**src/rtl/poly_hit_sequencer_if.sv**
```systemverilog
// Query/issue/result bundle between the hit sequencer and its neighbours.
// The slave modport is the sequencer's view; master is the driver/consumer side.
interface poly_hit_sequencer_if #(
  parameter int WORLD_BITS = 32,
  parameter int MAX_POLYS  = 16
);
  localparam int NUM_W = $clog2(MAX_POLYS + 1);
  localparam int IDX_W = $clog2(MAX_POLYS);

  logic                         query_valid_in;
  logic                         query_ready_out;
  logic signed [WORLD_BITS-1:0] x_in;
  logic signed [WORLD_BITS-1:0] y_in;
  logic [NUM_W-1:0]             num_polys_in;
  logic signed [WORLD_BITS-1:0] px_out;
  logic signed [WORLD_BITS-1:0] py_out;
  logic [IDX_W-1:0]             poly_idx_out;
  logic                         poly_valid_out;
  logic                         dp_result_in;
  logic                         res_valid_out;
  logic                         res_ready_in;
  logic                         hit_out;
  logic [IDX_W-1:0]             hit_idx_out;
  logic                         busy_out;

  modport slave (
    input  query_valid_in, x_in, y_in, num_polys_in, dp_result_in, res_ready_in,
    output query_ready_out, px_out, py_out, poly_idx_out, poly_valid_out,
           res_valid_out, hit_out, hit_idx_out, busy_out
  );

  modport master (
    output query_valid_in, x_in, y_in, num_polys_in, dp_result_in, res_ready_in,
    input  query_ready_out, px_out, py_out, poly_idx_out, poly_valid_out,
           res_valid_out, hit_out, hit_idx_out, busy_out
  );
endinterface

```
**src/rtl/poly_hit_sequencer.sv**
```systemverilog
// Issues polygon indices for one query point to a pipelined point-in-polygon datapath
// and folds the returning inside/outside bits into a first-hit result.
module poly_hit_sequencer #(
  parameter int WORLD_BITS  = 32,
  parameter int MAX_POLYS   = 16,
  parameter int PIP_LATENCY = 4
) (
  input  logic                  clk_in,
  input  logic                  rst_n_in,
  poly_hit_sequencer_if.slave   bus
);
  localparam int NUM_W = $clog2(MAX_POLYS + 1);
  localparam int IDX_W = $clog2(MAX_POLYS);

  typedef enum logic [1:0] {IDLE, ISSUE, DRAIN, DONE} state_t;

  state_t                       state_reg;
  logic                         query_ready_reg;
  logic                         busy_reg;
  logic                         poly_valid_reg;
  logic                         res_valid_reg;
  logic                         hit_reg;
  logic                         acc_hit_reg;
  logic [IDX_W-1:0]             poly_idx_reg;
  logic [IDX_W-1:0]             last_idx_reg;
  logic [IDX_W-1:0]             hit_idx_reg;
  logic [IDX_W-1:0]             acc_idx_reg;
  logic signed [WORLD_BITS-1:0] px_reg;
  logic signed [WORLD_BITS-1:0] py_reg;
  logic [PIP_LATENCY-1:0]       trk_v_reg;
  logic [IDX_W-1:0]             trk_idx_reg [PIP_LATENCY];

  logic [NUM_W-1:0]             n_clamped;
  logic                         emerge_v;
  logic                         emerge_hit;
  logic [IDX_W-1:0]             emerge_idx;

  assign n_clamped  = (bus.num_polys_in > NUM_W'(MAX_POLYS)) ? NUM_W'(MAX_POLYS)
                                                             : bus.num_polys_in;
  assign emerge_v   = trk_v_reg[PIP_LATENCY-1];
  assign emerge_idx = trk_idx_reg[PIP_LATENCY-1];
  assign emerge_hit = emerge_v & bus.dp_result_in;

  // Mirrors the datapath pipeline so each returning bit is paired with its index.
  always_ff @(posedge clk_in or negedge rst_n_in) begin
    if (!rst_n_in) begin
      trk_v_reg <= '0;
      for (int i = 0; i < PIP_LATENCY; i++) trk_idx_reg[i] <= '0;
    end else begin
      trk_v_reg[0]   <= poly_valid_reg;
      trk_idx_reg[0] <= poly_idx_reg;
      for (int i = 1; i < PIP_LATENCY; i++) begin
        trk_v_reg[i]   <= trk_v_reg[i-1];
        trk_idx_reg[i] <= trk_idx_reg[i-1];
      end
    end
  end

  always_ff @(posedge clk_in or negedge rst_n_in) begin
    if (!rst_n_in) begin
      state_reg       <= IDLE;
      query_ready_reg <= 1'b0;
      busy_reg        <= 1'b0;
      poly_valid_reg  <= 1'b0;
      res_valid_reg   <= 1'b0;
      hit_reg         <= 1'b0;
      acc_hit_reg     <= 1'b0;
      poly_idx_reg    <= '0;
      last_idx_reg    <= '0;
      hit_idx_reg     <= '0;
      acc_idx_reg     <= '0;
      px_reg          <= '0;
      py_reg          <= '0;
    end else begin
      // Only the first hit records its index; later hits just keep the flag set.
      if (emerge_hit && !acc_hit_reg) begin
        acc_hit_reg <= 1'b1;
        acc_idx_reg <= emerge_idx;
      end
      case (state_reg)
        IDLE: begin
          query_ready_reg <= 1'b1;
          if (bus.query_valid_in && query_ready_reg) begin
            px_reg          <= bus.x_in;
            py_reg          <= bus.y_in;
            acc_hit_reg     <= 1'b0;
            acc_idx_reg     <= '0;
            query_ready_reg <= 1'b0;
            busy_reg        <= 1'b1;
            if (n_clamped == '0) begin
              state_reg     <= DONE;
              res_valid_reg <= 1'b1;
              hit_reg       <= 1'b0;
              hit_idx_reg   <= '0;
            end else begin
              state_reg      <= ISSUE;
              poly_valid_reg <= 1'b1;
              poly_idx_reg   <= '0;
              last_idx_reg   <= IDX_W'(n_clamped - NUM_W'(1));
            end
          end
        end
        ISSUE: begin
          if (poly_idx_reg == last_idx_reg) begin
            poly_valid_reg <= 1'b0;
            state_reg      <= DRAIN;
          end else begin
            poly_idx_reg <= poly_idx_reg + IDX_W'(1);
          end
        end
        DRAIN: begin
          if (emerge_v && (emerge_idx == last_idx_reg)) begin
            state_reg     <= DONE;
            res_valid_reg <= 1'b1;
            hit_reg       <= acc_hit_reg | emerge_hit;
            hit_idx_reg   <= acc_hit_reg ? acc_idx_reg : (emerge_hit ? emerge_idx : '0);
          end
        end
        DONE: begin
          if (bus.res_ready_in) begin
            res_valid_reg   <= 1'b0;
            busy_reg        <= 1'b0;
            query_ready_reg <= 1'b1;
            state_reg       <= IDLE;
          end
        end
        default: state_reg <= IDLE;
      endcase
    end
  end

  assign bus.query_ready_out = query_ready_reg;
  assign bus.px_out          = px_reg;
  assign bus.py_out          = py_reg;
  assign bus.poly_idx_out    = poly_idx_reg;
  assign bus.poly_valid_out  = poly_valid_reg;
  assign bus.res_valid_out   = res_valid_reg;
  assign bus.hit_out         = hit_reg;
  assign bus.hit_idx_out     = hit_idx_reg;
  assign bus.busy_out        = busy_reg;
endmodule

```
**src/flat_wrapper.sv**
```systemverilog
// flat-port wrapper written by rule: the top's interface ports become plain ports
module poly_hit_sequencer_flat 
#(
  parameter int WORLD_BITS  = 32,
  parameter int MAX_POLYS   = 16,
  parameter int PIP_LATENCY = 4
)
  (clk_in, rst_n_in, bus_query_valid_in, bus_x_in, bus_y_in, bus_num_polys_in, bus_dp_result_in, bus_res_ready_in, bus_query_ready_out, bus_px_out, bus_py_out, bus_poly_idx_out, bus_poly_valid_out, bus_res_valid_out, bus_hit_out, bus_hit_idx_out, bus_busy_out);
  poly_hit_sequencer_if #(.WORLD_BITS(WORLD_BITS), .MAX_POLYS(MAX_POLYS)) bus_i ();
  input  logic clk_in;
  input  logic rst_n_in;
  input wire logic [$bits(bus_i.query_valid_in)-1:0] bus_query_valid_in;
  input wire logic [$bits(bus_i.x_in)-1:0] bus_x_in;
  input wire logic [$bits(bus_i.y_in)-1:0] bus_y_in;
  input wire logic [$bits(bus_i.num_polys_in)-1:0] bus_num_polys_in;
  input wire logic [$bits(bus_i.dp_result_in)-1:0] bus_dp_result_in;
  input wire logic [$bits(bus_i.res_ready_in)-1:0] bus_res_ready_in;
  output wire logic [$bits(bus_i.query_ready_out)-1:0] bus_query_ready_out;
  output wire logic [$bits(bus_i.px_out)-1:0] bus_px_out;
  output wire logic [$bits(bus_i.py_out)-1:0] bus_py_out;
  output wire logic [$bits(bus_i.poly_idx_out)-1:0] bus_poly_idx_out;
  output wire logic [$bits(bus_i.poly_valid_out)-1:0] bus_poly_valid_out;
  output wire logic [$bits(bus_i.res_valid_out)-1:0] bus_res_valid_out;
  output wire logic [$bits(bus_i.hit_out)-1:0] bus_hit_out;
  output wire logic [$bits(bus_i.hit_idx_out)-1:0] bus_hit_idx_out;
  output wire logic [$bits(bus_i.busy_out)-1:0] bus_busy_out;
  assign bus_i.query_valid_in = bus_query_valid_in;
  assign bus_i.x_in = bus_x_in;
  assign bus_i.y_in = bus_y_in;
  assign bus_i.num_polys_in = bus_num_polys_in;
  assign bus_i.dp_result_in = bus_dp_result_in;
  assign bus_i.res_ready_in = bus_res_ready_in;
  assign bus_query_ready_out = bus_i.query_ready_out;
  assign bus_px_out = bus_i.px_out;
  assign bus_py_out = bus_i.py_out;
  assign bus_poly_idx_out = bus_i.poly_idx_out;
  assign bus_poly_valid_out = bus_i.poly_valid_out;
  assign bus_res_valid_out = bus_i.res_valid_out;
  assign bus_hit_out = bus_i.hit_out;
  assign bus_hit_idx_out = bus_i.hit_idx_out;
  assign bus_busy_out = bus_i.busy_out;
  poly_hit_sequencer #(.WORLD_BITS(WORLD_BITS), .MAX_POLYS(MAX_POLYS), .PIP_LATENCY(PIP_LATENCY)) u_core (.clk_in(clk_in), .rst_n_in(rst_n_in), .bus(bus_i));
endmodule
```
**config.mk**
```make
export PLATFORM = sky130hd
export DESIGN_NAME = poly_hit_sequencer_flat
export DESIGN_NICKNAME = d
export VERILOG_FILES = /design/src/rtl/poly_hit_sequencer_if.sv /design/src/rtl/poly_hit_sequencer.sv /design/src/flat_wrapper.sv
export SDC_FILE = /design/constraint.sdc
export NUM_CORES = 1
export LEC_CHECK = 0
export ABC_AREA = 1
export CAP_MARGIN = 20
export CORE_MARGIN = 8
export CORE_UTILIZATION = 48
export CTS_CLUSTER_SIZE = 25
export DETAILED_ROUTE_END_ITERATION = 8
export PLACE_DENSITY = 0.84
export REMOVE_ABC_BUFFERS = 1
export SLEW_MARGIN = 20
export SYNTH_ARGS = -nofsm -noshare
export SYNTH_HDL_FRONTEND = slang
export SYNTH_SLANG_ARGS = --single-unit
```
**constraint.sdc**
```tcl
create_clock -name clk_in -period 2.5 [get_ports clk_in]
set_input_delay 0.25 -clock clk_in [delete_from_list [all_inputs] [get_ports clk_in]]
set_output_delay 0.25 -clock clk_in [all_outputs]
set_load 0.02 [all_outputs]
```
==> results of run 1 <==
cell type report:
| type | count | area [um2] |
|---|---|---|
| clock buffers | 9 | 124 |
| clock inverters | 7 | 73.8 |
| fillers | 687 | 2600 |
| inverters | 24 | 90.1 |
| multi-input cells | 329 | 1430 |
| flip-flops and latches | 108 | 2700 |
| well taps | 108 | 135 |
| repair buffers | 157 | 1570 |
cells in the final DEF, fill, tap and decap left out, drive strengths merged, types with 2 or more instances in the layout:
cell             n
nand3           12
nand2          245
clkbuf           9
dfrtp          108
xor2             6
a21oi           14
clkinv           4
inv             25
buf              7
nand4            4
ha               6
nor2            19
clkdlybuf4s50  149
o21ai           19
or2              2
timing repair:
action,CTS,global route
setup buffers,0,0
hold buffers,1,0
hold endpoints to repair,47,0
cell families (layout without fill, tap and decap cells):
kind of cell | after synthesis | count (layout) | share of synthesized area
AND/OR/NAND/NOR | 282 | 282 | 0.257
flip-flops | 108 | 108 | 0.626
buffers and inverters | 38 | 197 | 0.0437
AO/OA/AOI/OAI | 35 | 35 | 0.0446
adder cells (fa/ha/maj) | 6 | 6 | 0.0174
XOR/XNOR | 6 | 6 | 0.0122
routing by layer:
layer  global-route usage  up-vias  wire [um]
met5                    0        -          0
met4               0.0883        0        276
met3               0.0314       17        460
met2                0.353      104       6300
met1                0.207     1764       4680
li1                     -     1774          -
critical path, stage by stage, from the launching register on:
cell     delay, ns
dfrtp_1       0.41
inv_1         0.08
ha_1          0.27
inv_2         0.15
nor2_4        0.05
inv_2         0.41
buf_4         0.43
nand2_1       0.13
nand2_1       0.09
final timing paths:
check / cells past startpoint / end / slack (ns)
setup / recovery: 8 / u_core.bus.px_out[27] / 0.39
hold / removal: 0 / u_core.trk_idx_reg[9] / 0.36
setup reg to reg: 8 / u_core.bus.px_out[27] / 0.39
hold reg to reg: 0 / u_core.trk_idx_reg[9] / 0.36
max in group asynchronous: 3 / u_core.last_idx_reg[0] / 1.37
min in group asynchronous: 2 / u_core.bus.px_out[16] / 0.45
power groups by stage:
stage / clock, mW / sequential, mW / combinational (mW)
2_1_floorplan: 0 / 3.45 / 1.14
5_1_grt: 1.15 / 2.92 / 3.72
6_report: 1.07 / 2.83 / 3.42
4_1_cts: 1.09 / 2.83 / 3.46
3_3_place_gp: 0 / 2.84 / 3.34
3_5_place_dp: 0 / 2.86 / 3.44
==> summary.log, run 1 <==
INFO  placement      dp_worst_setup_slack=0.383ns
INFO  setup_path     critPathCaptureType=flip-flop
INFO  drt            totalWireLength=11,700um
INFO  cells_and_area post-route-cell-area=6120um2
INFO  clock_tree     clock_tree_from_tritoncts=built
INFO  synth          synth_seq_area_share=0.626
INFO  drt            drt-pass1-iter-count=4
INFO  clock_tree     cts.root.buffer_cell=clkbuf_8
INFO  synth          synth.yosys.warnings=0
INFO  pwr            power_per_cell_area=1200nW/um2
INFO  die            row_count=34
INFO  pwr            totalPowerFinal=7.33mW
INFO  die            die_w=111um
INFO  synth          syn_avg_cell_area=9.10um2
INFO  timing         finalWorstSetupSlack=0.389ns
INFO  pwr            vdd_drop_max=0.743mV
INFO  timing         final.period_utilization=0.844
INFO  drt            num_vias=3,659
INFO  synth          syn_area=4320um2
INFO  timing         period_needed=2.11ns
INFO  die            floorplan.die_area=12,300um2
INFO  outcome        result_of_the_run=finished clean
INFO  synth          synth_seq_cells=108
INFO  clock_tree     post_cts_resized=0
INFO  global_route   initial_antenna_violation_count=0
INFO  die            design.core.area=8720um2
INFO  global_route   grt_use_total=0.191
INFO  drt            detail_route.drc_violations=0
INFO  clock_tree     cts_num_sinks=108
INFO  timing         slew-limit-headroom=0.575
INFO  cells_and_area num_antenna_cells=0
INFO  global_route   grt_overflow=0
INFO  synth          post_synth_most_frequent_cells=245 x nand2_1, 108 x dfrtp_1, 21 x inv_1
INFO  worst_hold_path holdCritPathClass=flip-flop to flip-flop
INFO  setup_path     critPathKind=flip-flop to flip-flop
INFO  pwr            power.combinational.fraction=0.467
INFO  setup_path     critPathArrivalTime=2.41ns
INFO  global_route   vias_in_the_first_global_route=3,882
INFO  die            io-pin-count=151
INFO  drt            via_per_inst=4.93
INFO  timing         fmax=474MHz
INFO  die            fp.dieH=111um
INFO  pwr            power_leakage=3.04nW
INFO  timing         slew_viol_final=0
INFO  synth          synth_enable_flop_cells=0
INFO  synth          synth.top_cell.area_share=0.626
INFO  drt            post_detailed_route_wirelength_per_cell=15.8um
INFO  global_route   wire_length_of_the_first_global_routing_pass=19,200um
INFO  setup_path     cp_max_fanout=35
INFO  drt            drt.antenna.violating_nets=0
INFO  placement      placement.io_buffers=150
INFO  placement      detailed_place_hpwl=8790um
INFO  clock_tree     clock_latency=0.36ns
INFO  clock_tree     clock_tree.buffer_depth=2
INFO  timing         worst_slew_pin_slew=0.637ns
INFO  global_route   grt_start_max_net_pins=50
INFO  timing         finalClockSkew=0.0135ns
INFO  setup_path     worst_setup_path_start_kind=flip-flop
INFO  setup_path     reg2reg_from=u_core.state_reg[1]
INFO  setup_path     critPathLaunch=u_core.state_reg[1]
INFO  placement      placedCellCount=725
INFO  clock_tree     clkTransAtPathRegs=0.10ns
INFO  synth          predominant_post_synthesis_flop_cell=dfrtp_1
INFO  cells_and_area final_stage_net_count=709
INFO  timing         finalHoldViolations=0
INFO  timing         setup_viol=0
INFO  pwr            intPower=4.35mW
INFO  worst_hold_path hold_path.startpoint=u_core.trk_idx_reg[13]
INFO  drt            drt_first_iter_violations=120
INFO  synth          synth_top_area_cell=dfrtp_1
INFO  die            floorplan.initialDensity=0.495
INFO  cells_and_area instances_no_fill=742
INFO  pwr            p_switching=2.97mW
INFO  placement      post_dp_cell_area=5910um2
INFO  cells_and_area area_delta_synth_final=41.7%
INFO  clock_tree     cts_htree_levels=3
INFO  clock_tree     tritoncts.num_buffers=9
INFO  timing         setup-tns-final=0ns
INFO  synth          ys_types=24
INFO  placement      place_congestion=0.847
INFO  job            maxCapViolations=0
INFO  synth          yosys.cell_count.top_type=nand2_1
INFO  timing         whs=0.355ns
INFO  synth          asyncSetResetFlopFracSynth=1.00
INFO  cells_and_area proportion_of_layout_cells_with_a_drive_suffix_above_1=0.0505
INFO  pwr            clock_power_share=0.146
INFO  timing         grt_setup_unrepaired=false
INFO  synth          synth_area_leaders=dfrtp_1 63%, nand2_1 21%, inv_1 1.8%
INFO  pwr            power.share.switching=0.406
INFO  cells_and_area layout.core_utilization=0.702
INFO  synth          postSynthCellCount=475
INFO  pwr            pwr-share-seq=0.387
INFO  setup_path     cp.required=2.80ns
(Power assumes the default switching activity.)
==> run 2, diff against run 1 <==
CORE_UTILIZATION = 45   (was 48)
PLACE_DENSITY = 0.8   (was 0.84)
clock period = 2.12 ns   (was 2.5 ns; I/O delays follow)
==> run 2 against run 1 <==
- clock skew grew 0.0053 ns
- fmax grew 14%
- final area grew 0.29%
- global-route usage shrank 2.2 points
- total power grew 15%
- via count shrank 3.4%
- sequential cell count is the same
- count of clock-buffer cells in the layout grew 3
- combinational power grew 17%
- core utilization shrank 4.1 points
- largest power group unchanged
==> summary.log, run 2 (synthesis gave the netlist of run 1 again) <==
INFO  outcome        result_of_the_run=finished clean [unchanged]
INFO  drt            num_vias=3,536 [was 3,659]
INFO  timing         finalWorstSetupSlack=0.273ns [was 0.389 ns]
INFO  cells_and_area post-route-cell-area=6140um2 [was 6120 um2]
INFO  placement      post_dp_cell_area=5970um2 [was 5910 um2]
INFO  setup_path     cp_max_fanout=30 [was 35]
INFO  timing         finalClockSkew=0.0189ns [was 0.0135 ns]
INFO  setup_path     worst_path_max_delay_cell=dfrtp_1 [was buf_4]
INFO  drt            highest_layer=met4 [unchanged]
INFO  worst_hold_path hold_crit_endpoint=u_core.emerge_idx[2] [was u_core.trk_idx_reg[9]]
INFO  pwr            vdd_drop_max=0.670mV [was 0.743 mV]
INFO  global_route   grt_start_max_net_pins=59 [was 50]
INFO  drt            drt_first_iter_violations=159 [was 120]
INFO  worst_hold_path hold_depth=0 [unchanged]
INFO  timing         grt_setup_unrepaired=false [unchanged]
INFO  setup_path     crit_path_max_incr_delay=0.41ns [was 0.43 ns]
INFO  die            fp.dieH=114um [was 111 um]
INFO  setup_path     cp.required=2.35ns [was 2.80 ns]
INFO  timing         slew_viol_final=0 [unchanged]
INFO  pwr            power_leakage=3.04nW [about the same]
INFO  global_route   grt_use_total=0.169 [was 0.191]
INFO  timing         final.period_utilization=0.871 [was 0.844]
INFO  clock_tree     clock_tree.buffer_depth=2 [unchanged]
INFO  clock_tree     clock_tree_from_tritoncts=built [unchanged]
INFO  clock_tree     cts_num_sinks=108 [unchanged]
INFO  timing         fmax=541MHz [was 474 MHz]
INFO  setup_path     worst_setup_path_start_kind=flip-flop [unchanged]
INFO  drt            post_detailed_route_wirelength_per_cell=14.2um [was 15.8 um]
INFO  timing         setup_viol=0 [unchanged]
INFO  cells_and_area layout_commonest_cell=nand2_1 [unchanged]
INFO  drt            wire_length_on_met1=4460um [was 4680 um]
INFO  global_route   grt_overflow=0 [unchanged]
INFO  timing         worst_slew_pin_slew=0.780ns [was 0.637 ns]
INFO  cells_and_area num_antenna_cells=0 [unchanged]
INFO  setup_path     timing.critical_path.cells=inv_1, ha_1, inv_2, nor2_4, inv_2, buf_4, o21ai_0 [was inv_1, ha_1, inv_2, nor2_4, inv_2, buf_4, nand2_1, nand2_1]
INFO  timing         slew-limit-headroom=0.480 [was 0.575]
INFO  cells_and_area final_stage_net_count=711 [was 709]
INFO  drt            detail_route.drc_violations=0 [unchanged]
INFO  cells_and_area area_delta_synth_final=42.1% [was 41.7%]
INFO  setup_path     critPathKind=flip-flop to flip-flop [unchanged]
INFO  drt            route.met3.wl=792um [was 460 um]
INFO  cells_and_area proportion_of_layout_cells_with_a_drive_suffix_above_1=0.0487 [was 0.0505]
INFO  setup_path     timing.critical_path.max_delay_family=buffers and inverters [unchanged]
INFO  die            design.core.area=9280um2 [was 8720 um2]
INFO  drt            drt.antenna.violating_nets=0 [unchanged]
INFO  die            floorplan.die_area=13,000um2 [was 12,300 um2]
INFO  setup_path     reg2reg_from=u_core.state_reg[0] [was u_core.state_reg[1]]
INFO  placement      place_congestion=0.842 [was 0.847]
INFO  job            maxCapViolations=0 [unchanged]
INFO  setup_path     reg2reg_to=u_core.bus.busy_out [was u_core.bus.px_out[27]]
INFO  drt            via_per_inst=4.62 [was 4.93]
INFO  timing         finalHoldViolations=0 [unchanged]
INFO  drt            met2_wirelength=5500um [was 6300 um]
INFO  setup_path     critical_path_buf_inv_count=4 [unchanged]
INFO  placement      dp_worst_setup_slack=0.104ns [was 0.383 ns]
INFO  die            floorplan.initialDensity=0.465 [was 0.495]
INFO  clock_tree     cts_htree_levels=3 [unchanged]
INFO  setup_path     cpMostUsedCell=inv_2
INFO  timing         period_needed=1.85ns [was 2.11 ns]
INFO  drt            drt-pass1-iter-count=4 [unchanged]
INFO  die            die_w=114um [was 111 um]
INFO  setup_path     critPathCaptureType=flip-flop [unchanged]
INFO  global_route   wire_length_of_the_first_global_routing_pass=17,600um [was 19,200 um]
INFO  global_route   initial_antenna_violation_count=0 [unchanged]
INFO  clock_tree     clock_latency=0.35ns [was 0.36 ns]
INFO  drt            totalWireLength=10,900um [was 11,700 um]
INFO  setup_path     timing.reg2reg.setup_slack=0.27ns [was 0.39 ns]
INFO  clock_tree     clkTransAtPathRegs=0.11ns [was 0.10 ns]
INFO  pwr            power_per_cell_area=1370nW/um2 [was 1200 nW/um2]
INFO  setup_path     r2r_cells=7 [was 8]
INFO  clock_tree     cts.root.buffer_cell=clkbuf_8 [unchanged]
INFO  global_route   vias_in_the_first_global_route=3,631 [was 3,882]
INFO  worst_hold_path holdCritPathClass=flip-flop to flip-flop [unchanged]
INFO  placement      placement.io_buffers=150 [unchanged]
INFO  worst_hold_path hold_path.startpoint=u_core.trk_idx_reg[6] [was u_core.trk_idx_reg[13]]
INFO  die            row_count=35 [was 34]
INFO  cells_and_area layout.core_utilization=0.661 [was 0.702]
INFO  placement      detailed_place_hpwl=8290um [was 8790 um]
INFO  cells_and_area most-common-layout-cells=245 x nand2_1, 149 x clkdlybuf4s50_1, 108 x dfrtp_1, 21 x inv_1, 18 x nor2_1 [unchanged]
INFO  setup_path     critPathArrivalTime=2.08ns [was 2.41 ns]
INFO  die            io-pin-count=151 [unchanged]
INFO  clock_tree     tritoncts.num_buffers=9 [unchanged]
-- run 2: power breakdown --
part | leakage (nW) | internal, mW | switching (mW)
sequential | 1.38 | 2.86 | 0.476
clock | 0.0803 | 0.429 | 0.648
combinational | 1.58 | 1.74 | 2.26
-- run 2: how the worst max path moves through the flow --
stage | start | to | cells past startpoint
final | u_core.state_reg[0] | u_core.bus.busy_out | 7
after global routing | u_core.state_reg[0] | u_core.bus.busy_out | 7
after CTS | u_core.state_reg[0] | u_core.bus.busy_out | 7
after detailed placement | bus_num_polys_in[2] | u_core.bus.hit_idx_out[0] | 11
after global placement | bus_num_polys_in[2] | u_core.bus.hit_out | 11
after floorplan | u_core.state_reg[0] | u_core.bus.poly_idx_out[3] | 9
-- run 2: area by class of cell --
class	count	area, um2
clock buffers	12	135
clock inverters	4	26.3
fillers	778	3150
inverters	24	90.1
multi-input cells	329	1430
flip-flops and latches	108	2700
well taps	129	161
repair buffers	159	1590
-- run 2: routing by layer --
| layer | global-route usage | up-vias |
|---|---|---|
| li1 | - | 1779 |
| met1 | 0.191 | 1654 |
| met2 | 0.297 | 95 |
| met3 | 0.0481 | 8 |
| met4 | 0.0559 | 0 |
| met5 | 0 | - |
-- run 2: timing repair --
action / in CTS / in global routing
hold endpoints to repair: 56 / 0
setup buffers: 0 / 0
hold buffers: 1 / 0
gates resized for setup: 0 / 0
-- run 2: metrics by stage --
step,instances,power (mW),setup TNS [ns],hold slack (ns)
global placement,748,7.28,0,0.330
floorplan,461,5.42,-30.95,-0.0836
finish,765,8.41,0,0.354
CTS,765,8.51,0,0.359
global route,765,9.00,0,0.367
detailed placement,748,7.42,0,0.336
-- run 2: worst reg2reg max path: cells and delay by family (launching register included) --
kind                       cells  cell delay [ns]
AOI/OAI and AO/OA              1             0.14
buffers and inverters          4             0.80
adders and majority gates      1             0.31
and+or+nand+nor                1             0.06
DFF                            1             0.41
==> run 3, diff against run 2 <==
PLACE_DENSITY = 0.85   (was 0.8)
SETUP_SLACK_MARGIN = 0.1   (was unset)
==> run 3 against run 2 <==
- global-route usage increased by 0.20 points
- total power increased by 2.7%
- clock skew rose by 0.0029 ns
- via count up 3.0%
- sequential cell count unchanged
- highest routed layer unchanged
- final area up 0.57%
==> summary.log, run 3 (synthesis gave the netlist of run 1 again) <==
INFO  die            floorplan.initialDensity=0.465 [unchanged]
INFO  timing         fmax=549MHz [was 541 MHz]
INFO  die            io-pin-count=151 [unchanged]
INFO  job            maxCapViolations=0 [unchanged]
INFO  drt            detail_route.drc_violations=0 [unchanged]
INFO  pwr            vdd_drop_max=0.607mV [was 0.670 mV]
INFO  timing         slew_viol_final=0 [unchanged]
INFO  clock_tree     cts_num_sinks=108 [unchanged]
INFO  timing         setup_viol=0 [unchanged]
INFO  cells_and_area area_delta_synth_final=42.9% [was 42.1%]
INFO  setup_path     critPathArrivalTime=2.08ns [about the same]
INFO  drt            totalWireLength=11,100um [was 10,900 um]
INFO  pwr            power_leakage=3.06nW [was 3.04 nW]
INFO  timing         finalClockSkew=0.0218ns [was 0.0189 ns]
INFO  outcome        result_of_the_run=finished clean [unchanged]
INFO  die            floorplan.die_area=13,000um2 [unchanged]
INFO  timing         setup-tns-final=0ns [unchanged]
INFO  timing         final.period_utilization=0.859 [was 0.871]
INFO  timing         worst_slew_pin_slew=0.657ns [was 0.780 ns]
INFO  drt            num_vias=3,642 [was 3,536]
INFO  setup_path     critPathCaptureType=flip-flop [unchanged]
INFO  placement      placement.io_buffers=150 [unchanged]
INFO  clock_tree     cts.root.buffer_cell=clkbuf_8 [unchanged]
INFO  global_route   initial_antenna_violation_count=0 [unchanged]
INFO  cells_and_area num_antenna_cells=0 [unchanged]
INFO  setup_path     critPathKind=flip-flop to flip-flop [unchanged]
INFO  drt            drt.antenna.violating_nets=0 [unchanged]
INFO  timing         finalHoldViolations=0 [unchanged]
INFO  pwr            p_switching=3.44mW [was 3.38 mW]
INFO  die            design.core.area=9280um2 [unchanged]
INFO  global_route   vias_in_the_first_global_route=3,717 [was 3,631]
INFO  drt            drt-pass1-iter-count=4 [unchanged]
INFO  pwr            intPower=5.20mW [was 5.03 mW]
INFO  die            fp.dieH=114um [unchanged]
INFO  drt            drt_first_iter_violations=225 [was 159]
INFO  clock_tree     clock_tree_from_tritoncts=built [unchanged]
INFO  cells_and_area most-common-layout-cells=245 x nand2_1, 149 x clkdlybuf4s50_1, 108 x dfrtp_1, 21 x inv_1, 18 x nor2_1 [unchanged]
INFO  clock_tree     cts_htree_levels=3 [unchanged]
INFO  die            die_w=114um [unchanged]
INFO  cells_and_area post-route-cell-area=6170um2 [was 6140 um2]
INFO  pwr            clock_power_share=0.147 [was 0.128]
INFO  clock_tree     clock_tree.buffer_depth=2 [unchanged]
INFO  clock_tree     postCtsSetupBuffers=0 [unchanged]
INFO  setup_path     cp.required=2.37ns [was 2.35 ns]
INFO  timing         slew-limit-headroom=0.562 [was 0.480]
INFO  clock_tree     tritoncts.num_buffers=9 [unchanged]
INFO  timing         grt_setup_unrepaired=false [unchanged]
INFO  placement      post_dp_cell_area=5960um2 [was 5970 um2]
INFO  die            row_count=35 [unchanged]
INFO  drt            via_per_inst=4.77 [was 4.62]
INFO  cells_and_area layout_commonest_cell=nand2_1 [unchanged]
INFO  setup_path     cp_max_fanout=7 [was 30]
INFO  global_route   grt_use_total=0.171 [was 0.169]
INFO  pwr            power_per_cell_area=1400nW/um2 [was 1370 nW/um2]
INFO  timing         period_needed=1.82ns [was 1.85 ns]
INFO  global_route   grt_overflow=0 [unchanged]
INFO  placement      detailed_place_hpwl=8350um [was 8290 um]
INFO  global_route   grt_start_max_net_pins=52 [was 59]
INFO  worst_hold_path holdCritPathClass=flip-flop to flip-flop [unchanged]
INFO  clock_tree     clock_latency=0.36ns [was 0.35 ns]
INFO  pwr            power.share.switching=0.398 [was 0.402]
INFO  placement      place_congestion=0.833 [was 0.842]
INFO  pwr            pwr-share-seq=0.387 [was 0.397]
INFO  clock_tree     clkTransAtPathRegs=0.11ns [about the same]
INFO  cells_and_area proportion_of_layout_cells_with_a_drive_suffix_above_1=0.0504 [was 0.0487]
INFO  global_route   wire_length_of_the_first_global_routing_pass=17,800um [was 17,600 um]
INFO  drt            post_detailed_route_wirelength_per_cell=14.6um [was 14.2 um]
INFO  cells_and_area layout.core_utilization=0.665 [was 0.661]
INFO  pwr            power.combinational.fraction=0.466 [was 0.475]
INFO  cells_and_area final_stage_net_count=710 [was 711]
INFO  setup_path     worst_setup_path_start_kind=flip-flop [unchanged]
-- run 3: worst paths after layout --
| check | endpoint | cells past startpoint | slack (ns) | from |
|---|---|---|---|---|
| setup reg to reg | u_core.bus.hit_idx_out[1] | 9 | 0.30 | u_core.state_reg[0] |
| hold / removal | u_core.trk_idx_reg[9] | 0 | 0.35 | u_core.trk_idx_reg[13] |
| setup / recovery | u_core.bus.hit_idx_out[1] | 9 | 0.30 | u_core.state_reg[0] |
| hold reg to reg | u_core.trk_idx_reg[9] | 0 | 0.35 | u_core.trk_idx_reg[13] |
| min in group asynchronous | u_core.acc_hit_reg | 2 | 0.45 | rst_n_in |
| max in group asynchronous | u_core.acc_idx_reg[1] | 3 | 0.96 | rst_n_in |
-- run 3: final cells by class --
cell class,instances,area (um2)
timing repair buffer,158,1590
multi-input combinational,329,1430
tap,129,161
fill,760,3110
clock buffer,11,141
sequential,108,2700
inverter,24,92.6
clock inverter,5,60.1
-- run 3: repair_timing --
| item | CTS | global route |
|---|---|---|
| endpoints found under the setup margin | 0 | 4 |
| hold buffers | 1 | 0 |
| endpoints found under the hold margin | 49 | 0 |
| gates resized for setup | 0 | 2 |
-- run 3: stage by stage --
stage               std cells  worst slack, ns  hold slack (ns)  power, mW
floorplan                 461           -0.673          -0.0836       5.42
global placement          747            0.212            0.279       7.28
detailed placement        747           0.0772            0.287       7.45
CTS                       764            0.197            0.354       8.74
global route              764            0.134            0.362       9.20
finish                    764            0.298            0.354       8.64
-- run 3: critical path, cell delays in order, from the launching register on --
cell and delay (ns):
dfrtp_1 0.40, inv_1 0.09, ha_1 0.26, buf_4 0.17, nand2_1 0.12, inv_1 0.08
a21oi_2 0.26, nand2_1 0.18, nand2_1 0.10, nand2_1 0.05
-- run 3: per-layer routing --
metal,global-route usage,vias up,wire length (um)
met5,0,-,0
met4,0.0630,0,201
met3,0.0512,18,903
met2,0.286,136,5440
met1,0.202,1712,4580
li1,-,1776,-
-- run 3: power groups by stage --
stage | combinational, mW | sequential, mW | clock (mW)
2_1_floorplan | 1.35 | 4.07 | 0
3_3_place_gp | 3.94 | 3.34 | 0
3_5_place_dp | 4.07 | 3.38 | 0
4_1_cts | 4.08 | 3.35 | 1.31
5_1_grt | 4.39 | 3.44 | 1.37
6_report | 4.02 | 3.34 | 1.27
